$ cat src/rtl/sap1_datapath.sv
// SAP-1 datapath: W bus, PC, MAR, 16x8 RAM, IR, A, B, adder/subtractor and output register.
// Optional ALU flags are built only when SAP1_FLAGS_EN is defined.
module sap1_datapath #(
    parameter int DATA_W = 8,
    parameter int ADDR_W = 4
) (
    input  logic                     clock,
    input  logic                     reset,
    input  logic [11:0]              control_word,
    input  logic                     prog_en,
    input  logic                     prog_we,
    input  logic [ADDR_W-1:0]        prog_addr,
    input  logic [DATA_W-1:0]        prog_data,
    output logic [DATA_W-ADDR_W-1:0] opcode,
    output logic [DATA_W-1:0]        out_data,
    output logic                     halt,
    output logic                     bus_conflict,
    output logic                     carry_flag,
    output logic                     zero_flag
);

    logic cp, ep, lm, ce, li, ei, la, ea, su, eu, lb, lo;
    assign {cp, ep, lm, ce, li, ei, la, ea, su, eu, lb, lo} = control_word;

    logic [ADDR_W-1:0] pc;
    logic [ADDR_W-1:0] mar;
    logic [DATA_W-1:0] ir;
    logic [DATA_W-1:0] a_reg;
    logic [DATA_W-1:0] b_reg;
    logic [DATA_W-1:0] mem [0:(1<<ADDR_W)-1];
    logic [DATA_W-1:0] bus;
    logic [DATA_W:0]   alu_full;
    logic [DATA_W-1:0] alu_result;
    logic [2:0]        n_drivers;

    // One extra bit holds carry-out on add and borrow on subtract.
    always_comb begin
        if (su) alu_full = {1'b0, a_reg} - {1'b0, b_reg};
        else    alu_full = {1'b0, a_reg} + {1'b0, b_reg};
    end
    assign alu_result = alu_full[DATA_W-1:0];

    always_comb begin
        bus = '0;
        if      (ep) bus = {{(DATA_W-ADDR_W){1'b0}}, pc};
        else if (ce) bus = mem[mar];
        else if (ei) bus = {{(DATA_W-ADDR_W){1'b0}}, ir[ADDR_W-1:0]};
        else if (ea) bus = a_reg;
        else if (eu) bus = alu_result;
    end

    assign n_drivers    = {2'b00, ep} + {2'b00, ce} + {2'b00, ei} + {2'b00, ea} + {2'b00, eu};
    assign bus_conflict = (n_drivers > 3'd1);

    always_ff @(posedge clock or negedge reset) begin
        if (!reset) begin
            pc       <= '0;
            mar      <= '0;
            ir       <= '0;
            a_reg    <= '0;
            b_reg    <= '0;
            out_data <= '0;
        end else if (!prog_en) begin
            if (cp) pc       <= pc + 1'b1;
            if (lm) mar      <= bus[ADDR_W-1:0];
            if (li) ir       <= bus;
            if (la) a_reg    <= bus;
            if (lb) b_reg    <= bus;
            if (lo) out_data <= bus;
        end
    end

    // RAM is deliberately outside reset so a loaded program survives it.
    always_ff @(posedge clock) begin
        if (prog_en && prog_we) mem[prog_addr] <= prog_data;
    end

    assign opcode = ir[DATA_W-1:ADDR_W];
    assign halt   = &opcode;

`ifdef SAP1_FLAGS_EN
    always_ff @(posedge clock or negedge reset) begin
        if (!reset) begin
            carry_flag <= 1'b0;
            zero_flag  <= 1'b0;
        end else if (!prog_en && la && eu) begin
            carry_flag <= su ? ~alu_full[DATA_W] : alu_full[DATA_W];
            zero_flag  <= (alu_result == '0);
        end
    end
`else
    logic unused_carry;
    assign unused_carry = alu_full[DATA_W];
    assign carry_flag   = 1'b0;
    assign zero_flag    = 1'b0;
`endif

endmodule

$ cat config.mk
export PLATFORM = sky130hd
export DESIGN_NAME = sap1_datapath
export DESIGN_NICKNAME = d
export VERILOG_FILES = /design/src/rtl/sap1_datapath.sv
export SDC_FILE = /design/constraint.sdc
export NUM_CORES = 1
export LEC_CHECK = 0
export BUFFER_PORTS_ARGS = -buffer_cell sky130_fd_sc_hd__buf_2
export CAP_MARGIN = 20
export CELL_PAD_IN_SITES_DETAIL_PLACEMENT = 1
export CELL_PAD_IN_SITES_GLOBAL_PLACEMENT = 1
export CORE_UTILIZATION = 30
export CTS_BUF_LIST = sky130_fd_sc_hd__clkbuf_2 sky130_fd_sc_hd__clkbuf_4 sky130_fd_sc_hd__clkbuf_8
export DETAILED_ROUTE_END_ITERATION = 7
export PLACE_DENSITY_LB_ADDON = 0.1
export REMOVE_ABC_BUFFERS = 1
export SETUP_SLACK_MARGIN = 0.3
export SLEW_MARGIN = 5
export SYNTH_ARGS = -nofsm -noshare
export SYNTH_HDL_FRONTEND = slang
export SYNTH_SLANG_ARGS = --single-unit
$ cat constraint.sdc
create_clock -name clock -period 2.7 [get_ports clock]
set_input_delay 0.54 -clock clock [delete_from_list [all_inputs] [get_ports clock]]
set_output_delay 0.54 -clock clock [all_outputs]
set_load 0.02 [all_outputs]
==> impl_results.md <==
* Primary flip-flop cell chosen by synthesis mapping: edfxtp_1
* Post-synthesis sequential area ratio at 0.6721
* Post-route clock period utilization at 0.9855
* Top library cells by usage in the layout, fill and taps aside: edfxtp_1 (128), nand2_1 (49), buf_4 (43)
* Global-route wire length before repair at 27.55 mm
* Fraction of final layout cells sized beyond drive strength 1 at 0.3573
* Clock Skews at 19.74 ps
* Hold Path Class: primary input to asynchronous set/reset pin
* H-tree depth at 4
* Worst EP required at 3070 ps
* Post-synthesis register bit count at 168
* Static Leakage at 3.190 nW
* CTS Root Cell: clkbuf_8
* Total die area at 24650 um^2
* PwrDens at 819.7 nW/um^2
* Post-placement setup slack at -100.3 ps
* Total routed wirelength at 18.24 mm
* Maximum operating frequency at 375.8 MHz
* Overall global routing resource usage at 0.1562
* Min Tclk post-route at 2661 ps
* Sequential cell area at 4848 um^2
* Clock Path Buffers at 2
* Global placement routability congestion at 0.8296
* Netlist cell types at 46
* Number of antenna violations at the first check in global routing at 0
* Total DRC errors in the routed layout at 0
* Max Fanout on Critical Path at 4
* Peak VDD IR at 0.4056 mV
* Pin count of the biggest net entering global routing at 32
* Max reg flops at 128
* Actual slew at the worst max-slew pin at 821.1 ps
* Filler Cell Count at 2451
* Starting utilization of the core area at 0.3062
* Clock tree from TritonCTS: done
* Crit path kind: flop to flop
* Via count of the first global-routing pass at 4453
* Number of enable flip-flop cells after synthesis at 128
* Clock Pin Slew Worst Setup and Hold Paths at 110 ps
* Status: finished clean
* Area used by multi-input combinational logic at 2310 um^2
* Unrepaired setup endpoints after global routing: true
* Drt wl/cell at 20.82 um
* Die extent in y at 157.0 um
* Core Util, Final at 0.3730
* Sinks on Clock Net at 168
* Instance count of the mapped netlist at 459
* Insertion delay of the later-clocked pin in the worst-skew pair at 460 ps
* Synth warnings at 0
* Clock buffer count from CTS at 17
* DR pass1 iterations at 4
* Commonest non-fill, non-tap cell in the layout: edfxtp_1
* Count of boundary I/O pins at 44
* Largest Register: mem
* Std-Cell Core Area at 23540 um^2
* Die outline width at 157.0 um
* Async set-reset flop share out of synthesis at 0.2381
* Remaining global-route overflow at 0
* Flop2flop setup slack at 40 ps
* Port-buffer cells at 41
* Half-perimeter wire length after detailed placement at 12.20 mm
* Endpoint kind of the worst setup timing path: flop
* Antenna Cells at 0
* Max-slew violations at 0
* Number of setup violations in the final report at 0
* Worst max-slew margin expressed relative to the limit at 0.4526
* Total vias in the final route at 4203
* Area Growth Syn to Fin at 21.84%
* Number of maximum-capacitance constraint violations at 0
* Setup WS post-layout at 39.24 ps
* Rows at 56
* # nets final at 584
* Post-DR vias/cell at 4.798
* Crit path launch type: flop
* Number of nets with antenna violations after detailed routing at 0
* Arr. time, crit path at 3030 ps
* Count of routing violations after the opening detailed-route iteration at 233
* Final-report hold violation count at 0
* Netlist area before placement at 7208 um^2
* Overall power consumption at 7.198 mW
* Mean Syn Cell Area at 15.70 um^2
-- report_power, final --
part	internal (mW)	leakage, nW	switching (mW)	total, mW
Sequential	2.97	1.66	0.174	3.14
Combinational	1.05	1.31	1.03	2.08
Clock	0.820	0.223	1.15	1.97
Total	4.84	3.19	2.36	7.20
-- metal layers --
| layer | wire, um | vias to the layer above | share of wire | GRT usage |
|---|---|---|---|---|
| li1 | - | 1923 | - | - |
| met1 | 8407 | 2213 | 0.46 | 0.2008 |
| met2 | 9284 | 58 | 0.51 | 0.2715 |
| met3 | 420 | 9 | 0.023 | 0.03084 |
| met4 | 124 | 0 | 0.0068 | 0.03361 |
| met5 | 0 | - | 0 | 0 |
-- critical path: stages, from the launching register on --
cell	delay, ps
dfrtp_1	450
buf_6	150
inv_1	60
a31oi_4	180
xnor2_1	140
ha_1	270
a21o_1	180
a31o_2	250
a21oi_2	110
xnor2_1	140
mux2i_1	110
a221o_1	400
o21ai_1	140
-- cells by family (layout without fill, tap and decap cells) --
logic type               count (synthesis)  after routing  share of synthesized area
AND/OR/NAND/NOR                        105            105                    0.06631
buffers and inverters                   42            139                    0.02690
other                                    1              2                  0.0005202
flip-flops                             168            168                     0.6721
multiplexers                            49             49                     0.1363
AO/OA/AOI/OAI                           70             70                    0.06041
XOR/XNOR                                12             12                    0.01458
adder cells (fa/ha/maj)                 12             12                    0.02291
-- final timing paths --
kind	startpoint	to	depth (start not counted)
setup / recovery	b_reg[3]	ir[7]	12
min in group clock	prog_data[1]	mem[14][1]	1
setup reg to reg	b_reg[3]	ir[7]	12
hold reg to reg	out_data[4]	out_data[4]	2
hold / removal	reset	pc[3]	1
max in group asynchronous	reset	a_reg[6]	2
-- layout make-up --
cell class	count	share of cell area
timing repair buffer	91	0.08007
sequential	168	0.5521
multi-input combinational	250	0.2630
tap	319	0.04545
inverter	16	0.007978
clock inverter	15	0.02479
clock buffer	17	0.02664
-- synth_stat cells, types with 8 or more instances --
| master | instances | area, um^2 |
|---|---|---|
| edfxtp_1 | 128 | 3844 |
| nand2_1 | 49 | 183.9 |
| dfrtp_1 | 40 | 1001 |
| mux4_2 | 39 | 878.3 |
| o21ai_1 | 31 | 155.2 |
| nor2_1 | 22 | 82.58 |
| inv_1 | 15 | 56.30 |
| clkbuf_1 | 10 | 37.54 |
| ha_1 | 10 | 125.1 |
| xnor2_1 | 10 | 87.58 |
| a31oi_1 | 8 | 50.05 |
| nor3_1 | 8 | 40.04 |
-- through the flow --
step	std cells	area (um^2)	hold slack [ps]	setup TNS [ps]
finish	876	8782	40.87	0
detailed placement	828	7976	477.8	-367.7
global route	876	8782	39.26	-397.7
floorplan	434	7078	244.4	-4692
CTS	863	8529	32.00	-4.703
global placement	828	7976	463.2	-268.6
-- repair_timing --
item,in CTS,in global routing
setup buffers,3,11
hold buffers,0,0
endpoints found under the hold margin,0,0
pin swaps,21,19
resized for setup,23,28
setup endpoints to repair,33,37
gates cloned,0,2
Note: power is estimated with default switching activity, not from simulation.
